$ cat src/rtl/seq_byte_compare_ctrl.sv
// Byte-serial magnitude comparator sequencer.
// Compares two NBYTES-wide operands one byte per clock, MSB byte first, through
// a single 8-bit cascadable compare stage. It stops early once a byte differs.
// It also owns the eq/gt cascade state, the byte index and the start/done handshake.
module seq_byte_compare_ctrl #(
    parameter int NBYTES = 4
) (
    input  logic                  clk,
    input  logic                  rst,
    input  logic                  start,
    input  logic                  signed_md,
    input  logic [8*NBYTES-1:0]   a_in,
    input  logic [8*NBYTES-1:0]   b_in,
    output logic                  busy,
    output logic                  done,
    output logic                  eq_out,
    output logic                  gt_out,
    output logic                  lt_out
);

    localparam int              IDXW    = (NBYTES > 1) ? $clog2(NBYTES) : 1;
    localparam logic [IDXW-1:0] IDX_MSB = IDXW'(NBYTES - 1);

    typedef enum logic [1:0] {
        S_IDLE = 2'd0,
        S_RUN  = 2'd1,
        S_DONE = 2'd2
    } state_t;

    state_t                r_state;
    state_t                w_state_next;

    logic [IDXW-1:0]       r_idx;
    logic                  r_eq;
    logic                  r_gt;
    logic [8*NBYTES-1:0]   r_a;
    logic [8*NBYTES-1:0]   r_b;
    logic                  r_signed;
    logic                  r_eq_out;
    logic                  r_gt_out;
    logic                  r_lt_out;

    logic [7:0]            w_a_bytes [NBYTES];
    logic [7:0]            w_b_bytes [NBYTES];
    logic [7:0]            w_a_byte;
    logic [7:0]            w_b_byte;
    logic                  w_flip;
    logic [7:0]            w_a_stage;
    logic [7:0]            w_b_stage;
    logic                  w_stage_eq;
    logic                  w_stage_gt;

    // Split the latched operands into byte lanes so the index can pick one.
    genvar gi;
    generate
        for (gi = 0; gi < NBYTES; gi++) begin : g_lanes
            assign w_a_bytes[gi] = r_a[8*gi +: 8];
            assign w_b_bytes[gi] = r_b[8*gi +: 8];
        end
    endgenerate

    assign w_a_byte = w_a_bytes[r_idx];
    assign w_b_byte = w_b_bytes[r_idx];

    // Signed compares flip the sign bit of the top byte only, which maps
    // two's complement onto offset binary so the unsigned stage orders it.
    assign w_flip    = r_signed && (r_idx == IDX_MSB);
    assign w_a_stage = {w_a_byte[7] ^ w_flip, w_a_byte[6:0]};
    assign w_b_stage = {w_b_byte[7] ^ w_flip, w_b_byte[6:0]};

    // Cascadable compare stage: equality so far, and greater-than so far.
    assign w_stage_eq = r_eq & (w_a_stage == w_b_stage);
    assign w_stage_gt = r_gt | (r_eq & (w_a_stage > w_b_stage));

    // State register.
    always_ff @(posedge clk or posedge rst) begin
        if (rst) begin
            r_state <= S_IDLE;
        end else begin
            r_state <= w_state_next;
        end
    end

    // Next-state logic: exit RUN on the last byte or as soon as a byte differs.
    always_comb begin
        w_state_next = r_state;
        case (r_state)
            S_IDLE: begin
                if (start) begin
                    w_state_next = S_RUN;
                end
            end
            S_RUN: begin
                if ((r_idx == '0) || !w_stage_eq) begin
                    w_state_next = S_DONE;
                end
            end
            S_DONE: begin
                w_state_next = S_IDLE;
            end
            default: begin
                w_state_next = S_IDLE;
            end
        endcase
    end

    // Operand latch, cascade registers and byte index.
    always_ff @(posedge clk or posedge rst) begin
        if (rst) begin
            r_idx    <= '0;
            r_eq     <= 1'b1;
            r_gt     <= 1'b0;
            r_a      <= '0;
            r_b      <= '0;
            r_signed <= 1'b0;
        end else begin
            case (r_state)
                S_IDLE: begin
                    if (start) begin
                        r_a      <= a_in;
                        r_b      <= b_in;
                        r_signed <= signed_md;
                        r_idx    <= IDX_MSB;
                        r_eq     <= 1'b1;
                        r_gt     <= 1'b0;
                    end
                end
                S_RUN: begin
                    r_eq <= w_stage_eq;
                    r_gt <= w_stage_gt;
                    // The index stops at zero; RUN leaves on that byte anyway.
                    if (r_idx != '0) begin
                        r_idx <= r_idx - IDXW'(1);
                    end
                end
                default: begin
                end
            endcase
        end
    end

    // Result registers load from the stage on the edge entering DONE, so the
    // result is valid alongside done and holds until the next result.
    always_ff @(posedge clk or posedge rst) begin
        if (rst) begin
            r_eq_out <= 1'b0;
            r_gt_out <= 1'b0;
            r_lt_out <= 1'b0;
        end else if ((r_state == S_RUN) && (w_state_next == S_DONE)) begin
            r_eq_out <= w_stage_eq;
            r_gt_out <= w_stage_gt;
            r_lt_out <= ~w_stage_eq & ~w_stage_gt;
        end
    end

    assign busy   = (r_state != S_IDLE);
    assign done   = (r_state == S_DONE);
    assign eq_out = r_eq_out;
    assign gt_out = r_gt_out;
    assign lt_out = r_lt_out;

endmodule

$ cat config.mk
export PLATFORM = sky130hd
export DESIGN_NAME = seq_byte_compare_ctrl
export DESIGN_NICKNAME = d
export VERILOG_FILES = /design/src/rtl/seq_byte_compare_ctrl.sv
export SDC_FILE = /design/constraint.sdc
export NUM_CORES = 1
export LEC_CHECK = 0
export ABC_CLOCK_PERIOD_IN_PS = 3100
export CAP_MARGIN = 15
export CORE_MARGIN = 3
export CORE_UTILIZATION = 40
export CTS_CLUSTER_SIZE = 8
export DETAILED_ROUTE_END_ITERATION = 6
export GPL_ROUTABILITY_DRIVEN = 0
export PLACE_DENSITY = 0.72
export SLEW_MARGIN = 10
export SYNTH_ARGS = -nofsm -noshare
export SYNTH_HDL_FRONTEND = slang
export SYNTH_SLANG_ARGS = --single-unit
export TNS_END_PERCENT = 30
$ cat constraint.sdc
create_clock -name clk -period 3.1 [get_ports clk]
set_input_delay 0.31 -clock clk [delete_from_list [all_inputs] [get_ports clk]]
set_output_delay 0.31 -clock clk [all_outputs]
set_load 0.005 [all_outputs]
==> results.json, run 1 <==
{
  "synth_area_leaders": "dfrtp_1, mux2_2, mux2_1, mux4_2, ha_1",
  "cts.path.max_buffers": 2,
  "synth-seq-area-share_pct": 53.3,
  "vdd_ir_drop_max_v": 0.000345,
  "end_kind": "flop",
  "critPathLaunchType": "flop",
  "die_x_um": 99.3,
  "fmax_mhz": 354,
  "post-dp-hpwl_um": 5090,
  "hold_viol_final": 0,
  "synth_edf_count": 0,
  "syn_area_per_cell_sq_um": 14.7,
  "ant_nets": 0,
  "synth_most_common_cell": "dfrtp_1",
  "coreArea_sq_um": 8340,
  "synthArstFlopShare_pct": 100,
  "netlist.area_leader.share_pct": 52.5,
  "cts_buffers": 9,
  "fill_cells": 733,
  "ctsResizeCount": 0,
  "dp.cells": 408,
  "timing.final.crit_share_pct": 91.2,
  "ys_seq_elements": 74,
  "syn_area_sq_um": 3480,
  "setup_viol": 0,
  "power_density_nw_per_um2": 854,
  "final_area_sq_um": 4490,
  "clock_latency_ns": 0.35,
  "final_cells": 424,
  "synthCells": 237,
  "synth.distinct_cells": 37,
  "critical_path_class": "flop to flop",
  "io_buffers": 72,
  "die_h_um": 99.3,
  "layout-drive-gt1-share_pct": 23.5,
  "cts_hold_buf": 0,
  "fin_nets": 392,
  "r2r_slack_ns": 0.27,
  "synth.net_count": 315,
  "grt_first_pass_wirelength_um": 11100,
  "synthTopCellsByCount": "dfrtp_1, mux2_2, mux2_1, inv_1, mux4_2",
  "clk_pin_slew_ns": 0.07,
  "cts.htree.levels": 3,
  "r2r_cells": 8,
  "root_buffer": "clkbuf_8",
  "worst_pin_slew_ns": 0.770,
  "rsz0062_at_grt": "no",
  "post_cts.repair.setup_buffers": 0,
  "drv_cap": 0,
  "grt_use_total_pct": 14.6,
  "cp_data_required_time_ns": 3.38,
  "timing.rr.end": "lt_out",
  "grt_max_degree": 69,
  "dieArea_sq_um": 9850,
  "placed_cell_area_sq_um": 4340,
  "drt_iter0_drc": 108,
  "first_global_vias": 2340,
  "grt_overflow": 0,
  "cts.sinks": 74,
  "post-route-drc-count": 0,
  "total_power_mw": 3.83,
  "utilization_pct": 53.8,
  "yosysWarnings": 0,
  "cts_tree": "built",
  "multi_input_area_sq_um": 1500,
  "drt_wl_total_um": 6800,
  "yosysTopAreaCell": "dfrtp_1",
  "syn2layout_area_growth_pct": 29.1,
  "r2r-start": "r_idx[0]",
  "slew_violations": 0,
  "via_per_inst": 5.17,
  "finalSetupTns_ns": 0,
  "vias": 2190,
  "io-pin-count": 73,
  "placementRows": 33,
  "period_minus_slack_ns": 2.83,
  "regArea_sq_um": 1850,
  "slew_headroom_pct": 48.6,
  "status": "finished clean",
  "fin_skew_ns": 0.0109,
  "hp-class": "primary input to async pin",
  "first_pass_iters": 4,
  "worstPathMaxFanout": 7,
  "synth_ff_type": "dfrtp_1",
  "num_antenna_cells": 0,
  "power_leakage_nw": 1.89,
  "initial_core_util_pct": 41.7,
  "antenna_found_initial": 0,
  "wl_per_cell_um": 16.0,
  "arrival_ns": 3.11
}
-- area by class of cell --
type	count	area share, %
clock buffers	14	3.18
inverters	16	1.34
well taps	105	2.93
repair buffers	78	17.6
clock inverters	2	0.223
multi-input cells	135	33.5
flip-flops and latches	74	41.3
-- power breakdown --
part	total [mW]	switching [mW]	internal (mW)
registers	1.53	0.229	1.30
clock network	0.610	0.320	0.290
logic	1.69	0.727	0.967
total	3.83	1.28	2.56
-- layout by cell type (no fill, tap or decap), types with 4 or more instances in the layout --
cell type and count:
clkdlybuf4s50_1 72, mux2_1 32, mux4_2 16, ha_1 10, a21oi_1 7, clkbuf_8 9
dfrtp_1 73, inv_1 15, mux2_2 33, clkbuf_1 5, nand2_1 5, buf_4 4
-- metrics by stage --
| step | hold WS, ns | setup slack (ns) |
|---|---|---|
| 2_1_floorplan | 0.443 | 0.243 |
| 3_3_place_gp | 0.465 | 0.394 |
| 3_5_place_dp | 0.472 | 0.301 |
| 4_1_cts | 0.444 | 0.262 |
| 5_1_grt | 0.496 | 0.0561 |
| 6_report | 0.426 | 0.273 |
-- registers in the layout, indices dropped and copies added, names as in the netlist --
register / cells
gt_out: 1
r_a: 32
r_signed: 1
r_idx: 2
r_b: 32
r_state: 2
r_eq: 1
lt_out: 1
eq_out: 1
r_gt: 1
-- routing by layer --
metal,part of all wire [%],up-vias,global-route usage [%]
met3,4.9,12,4.84
met1,42,1117,17.3
met2,51,52,24.7
met4,1.9,0,5.78
met5,0,-,0
li1,-,1009,-
-- worst max path at each step --
stage              to  cells past startpoint     start
2_1_floorplan  gt_out                      8  r_idx[0]
3_3_place_gp   gt_out                      7  r_idx[0]
3_5_place_dp   lt_out                      8  r_idx[0]
4_1_cts        lt_out                      8  r_idx[0]
5_1_grt        lt_out                      7  r_idx[0]
6_report       lt_out                      8  r_idx[0]
-- cells by family after synthesis --
kind of cell    share of synthesized area [%]
xor+xnor                                0.504
simple gates                             3.60
flops                                    53.3
compound gates                           4.06
fa+ha+maj                                3.60
mux                                      31.4
buf+inv                                  3.60
-- worst max-delay path: stages, from the launching register on --
cell       delay [ns]
dfrtp_1          0.53
buf_4            0.26
mux4_2           0.52
inv_1            0.10
ha_1             0.26
a21oi_1          0.20
o221ai_1         0.18
a2111oi_0        0.55
a211o_1          0.16
Power figures use the tool's default switching activity.
==> run 2, diff against run 1 <==
--- a/config.mk
+++ b/config.mk
@@ -5,6 +5,7 @@
 export SDC_FILE = /design/constraint.sdc
 export NUM_CORES = 1
 export LEC_CHECK = 0
+export ABC_AREA = 1
 export ABC_CLOCK_PERIOD_IN_PS = 3100
 export CAP_MARGIN = 15
 export CORE_MARGIN = 3
@@ -12,7 +13,7 @@
 export CTS_CLUSTER_SIZE = 8
 export DETAILED_ROUTE_END_ITERATION = 6
 export GPL_ROUTABILITY_DRIVEN = 0
-export PLACE_DENSITY = 0.72
+export PLACE_DENSITY = 0.71
 export SLEW_MARGIN = 10
 export SYNTH_ARGS = -nofsm -noshare
 export SYNTH_HDL_FRONTEND = slang
==> run 2 against run 1 <==
Effect of this change: global-route usage increased by 2.7 points; clock skew fell by 0.0030 ns; area after synthesis up 3.1%; sequential power rose by 16%; core utilization decreased by 0.34 points; critical path type unchanged.
==> results.json, run 2 <==
{
  "die_x_um": 101,
  "grt_use_total_pct": 17.4,
  "layout_commonest_cell": "nand2_1",
  "syn2layout_area_growth_pct": 26.3,
  "path_buf_inv": 2,
  "cts.htree.levels": 3,
  "end_kind": "flop",
  "cts_hold_buf": 0,
  "status": "finished clean",
  "dp_slack_ns": 0.493,
  "critPathLaunchType": "flop",
  "fin_ws_ns": 0.462,
  "synth_fa_ha_area_share_pct": 3.49,
  "drt_wl_total_um": 8540,
  "fill_cells": 778,
  "post-route-drc-count": 0,
  "p_sw_share_pct": 41.9,
  "die_h_um": 101,
  "synthCells": 453,
  "arrival_ns": 2.88,
  "clock_latency_ns": 0.35,
  "synth_compound_area_share_pct": 9.42,
  "path_cells": "inv_1, o21ai_0, o22ai_2, xor2_1, ha_1, nand2_2, nor2_4, nand3_2, o21ai_2, inv_2, nor2_2, nor2_1",
  "worstPathMaxFanout": 20,
  "combPwrFrac_pct": 45.7,
  "synth.area.mux_share_pct": 0,
  "yosysTopAreaCell": "dfrtp_1",
  "syn_area_per_cell_sq_um": 7.92,
  "synthTopCellsByCount": "nand2_1, dfrtp_1, o21ai_0, nor2_1, inv_1",
  "timing.final.crit_share_pct": 85.1,
  "vias": 3084,
  "critical_path_class": "flop to flop",
  "via_per_inst": 4.91,
  "drv_cap": 0,
  "cts.sinks": 74,
  "io_buffers": 72,
  "setup_viol": 0,
  "multi_input_area_sq_um": 1490,
  "regArea_sq_um": 1850,
  "placementRows": 33,
  "worst_pin_slew_ns": 0.582,
  "ant_nets": 0,
  "synth.net_count": 531,
  "cpMaxStageDelayCell": "dfrtp_1",
  "yosysWarnings": 0,
  "synth_most_common_cell": "nand2_1",
  "root_buffer": "clkbuf_8",
  "top_regs": "r_a (32), r_b (32)",
  "synth_area_leaders": "dfrtp_1, nand2_1, o21ai_0, ha_1, nor2_1",
  "most-common-layout-cells": "nand2_1, dfrtp_1, clkdlybuf4s50_1",
  "first_global_vias": 3068,
  "total_power_mw": 4.67,
  "antenna_found_initial": 0,
  "p_sw_mw": 1.96,
  "wl_per_cell_um": 13.6,
  "max_stage_delay_ns": 0.55,
  "coreArea_sq_um": 8460,
  "io-pin-count": 73,
  "hold_viol_final": 0,
  "initial_core_util_pct": 42.4,
  "synth-simple-area-share_pct": 27.9,
  "period_minus_slack_ns": 2.64,
  "layout-drive-gt1-share_pct": 6.69,
  "hp-class": "primary input to async pin",
  "finalSetupTns_ns": 0,
  "synth_xor_area_share_pct": 0.488,
  "power_density_nw_per_um2": 1030,
  "first_pass_iters": 4,
  "drt_iter0_drc": 133,
  "synth-seq-area-share_pct": 51.7,
  "cts.path.max_buffers": 2,
  "synth_edf_count": 0,
  "grt_max_degree": 42,
  "slew_headroom_pct": 61.2,
  "netlist.area_leader.share_pct": 50.9,
  "p_int_mw": 2.71,
  "cp_data_required_time_ns": 3.34,
  "fin_nets": 596,
  "synth_ff_type": "dfrtp_1",
  "post_cts.repair.setup_buffers": 0,
  "vdd_ir_drop_max_v": 0.000585,
  "post-dp-hpwl_um": 6170,
  "dieArea_sq_um": 10100,
  "p_clk_share_pct": 16.2,
  "synth_top_family_by_area": "simple AND/OR/NAND/NOR gates",
  "grt_first_pass_wirelength_um": 13900,
  "grt_overflow": 0,
  "rsz0062_at_grt": "no",
  "power_leakage_nw": 2.30,
  "cts_buffers": 9,
  "clk_pin_slew_ns": 0.07,
  "crit_family": "buffers and inverters",
  "ctsResizeCount": 0,
  "synthArstFlopShare_pct": 100,
  "num_antenna_cells": 0,
  "fmax_mhz": 379,
  "cts_tree": "built",
  "slew_violations": 0,
  "fin_skew_ns": 0.00795,
  "synth.distinct_cells": 28,
  "ys_seq_elements": 74,
  "syn_area_sq_um": 3590,
  "p_seq_share_pct": 38.1
}
run 2: area by class of cell:
class / instances / area share, %
clock inverters: 5 / 1.16
clock buffers: 11 / 3.34
repair buffers: 78 / 16.9
multi-input cells: 332 / 32.8
flip-flops and latches: 74 / 40.9
inverters: 23 / 1.96
well taps: 105 / 2.90
run 2: worst paths after layout:
| path | from | endpoint | slack, ns | cells after the start |
|---|---|---|---|---|
| min in group clk | r_b[16] | r_b[16] | 0.48 | 2 |
| setup / recovery | r_idx[1] | eq_out | 0.46 | 12 |
| max in group asynchronous | rst | r_b[16] | 2.04 | 3 |
| hold / removal | rst | r_a[30] | 0.32 | 2 |
| setup reg to reg | r_idx[1] | eq_out | 0.46 | 12 |
| hold reg to reg | r_b[16] | r_b[16] | 0.48 | 2 |
run 2: cells by family (layout without fill, tap and decap cells):
family	Yosys count	after routing
AND/OR/NAND/NOR	260	260
flip-flops	74	74
AO/OA/AOI/OAI	60	60
buffers and inverters	47	117
adder cells (fa/ha/maj)	10	10
XOR/XNOR	2	2
run 2: per-layer routing:
metal / GRT usage, % / wire length (um) / up-vias
met5: 0 / 0 / -
met4: 6.01 / 126 / 0
met3: 4.43 / 435 / 10
met2: 29.3 / 4240 / 78
met1: 21.7 / 3740 / 1448
li1: - / - / 1548
run 2: metrics by stage:
step | instance area [sq um] | hold WS [ns] | std cells | utilization [%]
2_1_floorplan | 3590 | 0.420 | 453 | -
3_3_place_gp | 4320 | 0.464 | 612 | 51.1
3_5_place_dp | 4320 | 0.464 | 612 | 51.1
4_1_cts | 4530 | 0.328 | 628 | 53.5
5_1_grt | 4530 | 0.345 | 628 | 53.5
6_report | 4530 | 0.317 | 628 | 53.5
run 2: power by group through the flow:
stage	clock network (mW)	logic [mW]	registers [mW]
after floorplan	0	1.70	1.65
after detailed placement	0	2.13	1.77
after CTS	0.768	2.15	1.77
after global routing	0.811	2.49	1.83
after global placement	0	2.04	1.77
final	0.756	2.13	1.78
==> run 3, diff against run 2 <==
--- a/config.mk
+++ b/config.mk
@@ -5,7 +5,6 @@
 export SDC_FILE = /design/constraint.sdc
 export NUM_CORES = 1
 export LEC_CHECK = 0
-export ABC_AREA = 1
 export ABC_CLOCK_PERIOD_IN_PS = 3100
 export CAP_MARGIN = 15
 export CORE_MARGIN = 3
@@ -13,7 +12,8 @@
 export CTS_CLUSTER_SIZE = 8
 export DETAILED_ROUTE_END_ITERATION = 6
 export GPL_ROUTABILITY_DRIVEN = 0
-export PLACE_DENSITY = 0.71
+export PLACE_DENSITY = 0.72
+export RECOVER_POWER = 50
 export SLEW_MARGIN = 10
 export SYNTH_ARGS = -nofsm -noshare
 export SYNTH_HDL_FRONTEND = slang
==> run 3 against run 2 <==
Effect of this change: register-to-register slack worse by 0.23 ns; clock skew up 0.0024 ns; sequential share of layout area up 0.48 points; sequential power down 14%; routed wire length down 21%; worst setup slack worse by 0.23 ns; final cell count down 32%; flip-flop and latch count unchanged; total power down 18%; critical path type unchanged; critical endpoint is now lt_out; largest power group unchanged.
==> results.json, run 3 (synthesis gave the netlist of run 1 again) <==
{
  "setup_viol": 0,
  "fin_skew_ns": 0.0103,
  "post_cts.repair.setup_buffers": 0,
  "final_cells": 424,
  "fill_cells": 735,
  "die_x_um": 99.3,
  "clk_pin_slew_ns": 0.07,
  "worst_pin_slew_ns": 1.35,
  "cts_buffers": 9,
  "grt_use_total_pct": 14.6,
  "worstPathMaxFanout": 7,
  "cts.path.max_buffers": 2,
  "first_global_vias": 2340,
  "wl_per_cell_um": 15.9,
  "io_buffers": 72,
  "hp-class": "flop to flop",
  "ctsResizeCount": 0,
  "drt_iter0_drc": 93,
  "finalSetupTns_ns": 0,
  "cp_data_required_time_ns": 3.38,
  "drv_cap": 0,
  "post-dp-hpwl_um": 5090,
  "ant_nets": 0,
  "hold_viol_final": 0,
  "num_antenna_cells": 0,
  "die_h_um": 99.3,
  "dp.cells": 408,
  "grt_first_pass_wirelength_um": 11100,
  "layout_commonest_cell": "dfrtp_1",
  "clock_latency_ns": 0.35,
  "regArea_sq_um": 1850,
  "slew_violations": 0,
  "io-pin-count": 73,
  "power_density_nw_per_um2": 854,
  "initial_core_util_pct": 41.7,
  "fin_nets": 392,
  "vdd_ir_drop_max_v": 0.000345,
  "post-route-drc-count": 0,
  "root_buffer": "clkbuf_8",
  "critical_path_class": "flop to flop",
  "vias": 2180,
  "first_pass_iters": 4,
  "r2r_cells": 8,
  "timing.final.crit_share_pct": 92.4,
  "cts.sinks": 74,
  "grt_max_degree": 69,
  "antenna_found_initial": 0,
  "placementRows": 33,
  "most-common-layout-cells": "dfrtp_1, clkdlybuf4s50_1, mux2_2",
  "status": "finished clean",
  "cp-endpoint": "lt_out",
  "power_leakage_nw": 1.89,
  "multi_input_area_sq_um": 1500,
  "slew_headroom_pct": 9.88,
  "top_regs": "r_a (32), r_b (32)",
  "cts.htree.levels": 3,
  "rsz0062_at_grt": "no",
  "coreArea_sq_um": 8340,
  "drt_wl_total_um": 6750,
  "fmax_mhz": 349,
  "period_minus_slack_ns": 2.86,
  "critPathLaunchType": "flop",
  "timing.rr.end": "lt_out",
  "grt_overflow": 0,
  "cts_tree": "built",
  "r2r-start": "r_idx[0]",
  "via_per_inst": 5.14,
  "crit_start": "r_idx[0]",
  "end_kind": "flop",
  "dieArea_sq_um": 9850,
  "cts_hold_buf": 0,
  "r2r_slack_ns": 0.24,
  "arrival_ns": 3.15,
  "layout-drive-gt1-share_pct": 23.2,
  "syn2layout_area_growth_pct": 28.6
}
## run 3: changes by cell type in the layout (fill, tap and decap cells not counted), sizes merged, moves of 8 or more
| cell | previous run | this run |
|---|---|---|
| nor2 | 33 | 3 |
| mux4 | 0 | 16 |
| o21ai | 33 | 2 |
| o22ai | 9 | 1 |
| mux2 | 0 | 65 |
| nand2 | 222 | 6 |
## run 3: worst max-delay path, stage by stage (launching register included)
cell	delay (ns)
dfrtp_1	0.53
buf_4	0.25
mux4_2	0.52
inv_1	0.10
ha_1	0.26
a21oi_1	0.20
o221ai_1	0.18
a2111oi_0	0.58
a211o_1	0.16
## run 3: worst min path at each step
stage | from | end | slack (ns) | cells after the start
after global routing | r_b[11] | r_b[11] | 0.51 | 1
final | r_a[8] | r_a[8] | 0.49 | 1
after detailed placement | r_b[3] | r_b[3] | 0.47 | 1
after global placement | r_b[26] | r_b[26] | 0.46 | 1
after floorplan | start | r_state[0] | 0.44 | 2
after CTS | rst | r_b[19] | 0.44 | 2
## run 3: final cells by class
type | instances | area share (%)
Inverter | 16 | 1.34
Clock inverter | 2 | 0.224
Multi-Input combinational cell | 135 | 33.6
Timing Repair Buffer | 78 | 17.3
Sequential cell | 74 | 41.4
Tap cell | 105 | 2.94
Clock buffer | 14 | 3.19
## run 3: report_power, final
group          internal [mW]  switching, mW
clock                  0.289          0.316
sequential              1.30          0.225
combinational          0.961          0.728
## run 3: metrics by stage
step | setup WS (ns) | hold WS (ns) | util (%) | cell area, sq um | power, mW
after floorplan | 0.243 | 0.443 | - | 3480 | 2.76
after global placement | 0.394 | 0.465 | 52.0 | 4340 | 3.18
after detailed placement | 0.301 | 0.472 | 52.0 | 4340 | 3.25
after CTS | 0.262 | 0.444 | 53.8 | 4490 | 3.88
after global routing | 0.0561 | 0.507 | 53.7 | 4480 | 4.10
final | 0.235 | 0.487 | 53.7 | 4480 | 3.82
## run 3: routing by layer
metal  wire length, um  vias up  global-route usage, %
li1                  -     1015                      -
met1              2840     1101                   17.3
met2              3460       53                   24.7
met3               319       11                   4.84
met4               128        0                   5.78
met5                 0        -                      0
==> patch: new RTL, settings of run 2 <==
Change the parameter `NBYTES` from 4 to 16.
--- a/src/rtl/seq_byte_compare_ctrl.sv
+++ b/src/rtl/seq_byte_compare_ctrl.sv
@@ -4,5 +4,5 @@
 // It also owns the eq/gt cascade state, the byte index and the start/done handshake.
 module seq_byte_compare_ctrl #(
-    parameter int NBYTES = 4
+    parameter int NBYTES = 16
 ) (
     input  logic                  clk,
Interface: changed (resized a_in and b_in); port bits go from 73 to 265. No check against the original RTL was run, so the function may have changed too.
==> patch against run 2 <==
  * Wire length rose to 4.4 times the old value
  * Worst hold slack lost 110 ps
  * Maximum frequency shrank 8.0%
  * Synthesized cell count rose to 3.7 times the old value
  * Worst setup slack lost 230 ps
  * Count of clock-buffer cells in the layout rose by 37
  * Clock power grew to 4.9 times the old value
  * Power grew to 3.1 times the old value
  * Sequential cell count rose by 194
  * Area after synthesis grew to 3.6 times the old value
  * Via count grew to 3.8 times the old value
  * Final area rose to 3.7 times the old value
  * Critical endpoint is now lt_out
  * Largest power group unchanged
==> patch: results (changes against run 2) <==
| Parameter | This run | vs run 2 |
|---|---|---|
| Placed insts | 2262 | +270% |
| Nets in the synthesized netlist | 1939 | +270% |
| PortBufs | 264 | +270% |
| Layout cells sized above 1 | 4.50% | -2.2 points |
| Worst slew margin relative to its limit | 45.9% | -15 points |
| Total leakage power | 8.23 nW | +260% |
| Number of levels in the clock H-tree | 2 | -1 |
| Proportion of synthesized chip area in sequential cells | 52.1% | +0.41 points |
| Routed via count divided by cell count | 5.01 | +2.0% |
| Number of DRC markers after the initial detailed-route iteration | 963 | +620% |
| Synth area leaders | sky130_fd_sc_hd__dfrtp_1 52%, sky130_fd_sc_hd__nand2_1 21%, sky130_fd_sc_hd__o21ai_0 5.9%, sky130_fd_sc_hd__nor2_1 3.0%, sky130_fd_sc_hd__inv_1 3.0% |  |
| Outcome | finished, final reports clean |  |
| Post-Syn Area per Cell | 7.72 um^2 | -2.5% |
| Critical-path maximum fanout | 27 | +35% |
| Cell area after placement | 15700 um^2 | +260% |
| Total Routed Length | 37800 um | +340% |
| Switching power as a share of total power | 37.8% | -4.1 points |
| Number of buffers inserted during clock tree synthesis | 39 | +30 |
| Number of global-route vias before repair | 11.6k | +280% |
| Worst voltage drop across the vdd grid | 0.000579 V | -1.0% |
| Insertion delay of the later-clocked pin in the worst-skew pair | 520 ps | +170 ps |
| Clock Skews | 13.8 ps | +5.81 ps |
| Critical path data arrival time | 3260 ps | +380 ps |
| Cells on worst reg2reg path | 15 | +3 |
| Final net count | 2171 | +260% |
| Routed wirelength normalized by instance count | 16.3 um | +20% |
| Maximum number of buffers from clock root to sink | 3 | +1 |
-- patch: cell type report --
class	count	area [um^2]	share of cell area (%)
Timing Repair Buffer	296	3010	17.9
Multi-Input combinational cell	1190	5100	30.4
Clock buffer	48	1010	6.01
Clock inverter	4	31.3	0.186
Inverter	106	417	2.48
Tap cell	402	503	3.00
Sequential cell	268	6720	40.0
-- patch: power groups by stage --
stage,clock [mW],sequential (mW),combinational (mW)
finish,3.74,5.40,5.45
global route,3.96,5.54,6.22
CTS,3.79,5.39,5.48
detailed placement,0,5.42,5.42
global placement,0,5.39,5.35
floorplan,0,5.21,4.06
-- patch: worst paths after layout --
check	startpoint	end
setup / recovery	r_idx[0]	lt_out
hold reg to reg	r_b[100]	r_b[100]
setup reg to reg	r_idx[0]	lt_out
hold / removal	rst	r_b[77]
min in group clk	a_in[52]	r_a[52]
max in group asynchronous	rst	r_b[14]
-- patch: logic make-up (layout without fill, tap and decap cells) --
group	count (synthesis)	count (layout)	synth area share, %
and+or+nand+nor	892	892	26.6
AOI/OAI and AO/OA	288	288	11.9
DFF	268	268	52.1
buffers and inverters	211	454	8.39
adders and majority gates	10	10	0.972
-- patch: critical path, stage by stage, from the launching register on --
cell and delay [ps]:
sky130_fd_sc_hd__dfrtp_4 510, sky130_fd_sc_hd__inv_4 200, sky130_fd_sc_hd__buf_4 320, sky130_fd_sc_hd__nor2_1 80, sky130_fd_sc_hd__o211ai_1 240, sky130_fd_sc_hd__nand2_1 80, sky130_fd_sc_hd__nor2_1 220, sky130_fd_sc_hd__nor2_1 90
sky130_fd_sc_hd__ha_1 280, sky130_fd_sc_hd__nand2_1 40, sky130_fd_sc_hd__nor2_1 190, sky130_fd_sc_hd__nand3_1 130, sky130_fd_sc_hd__nand2_1 150, sky130_fd_sc_hd__inv_1 90, sky130_fd_sc_hd__nand3_1 90, sky130_fd_sc_hd__nand2_1 50
-- patch: metal layers --
layer	up-vias	part of all wire (%)	global-route usage, %
li1	5704	-	-
met1	5425	44	30.5
met2	405	47	35.3
met3	55	7.1	3.65
met4	0	2.3	5.91
met5	-	0	0
-- patch: through the flow --
stage                     TNS, ps  setup WS (ps)  hold slack (ps)
after floorplan           -199890           -749              420
after global placement          0            297              457
after detailed placement        0            279              460
after CTS                       0            257              209
after global routing            0           4.89              213
final                           0            232              210
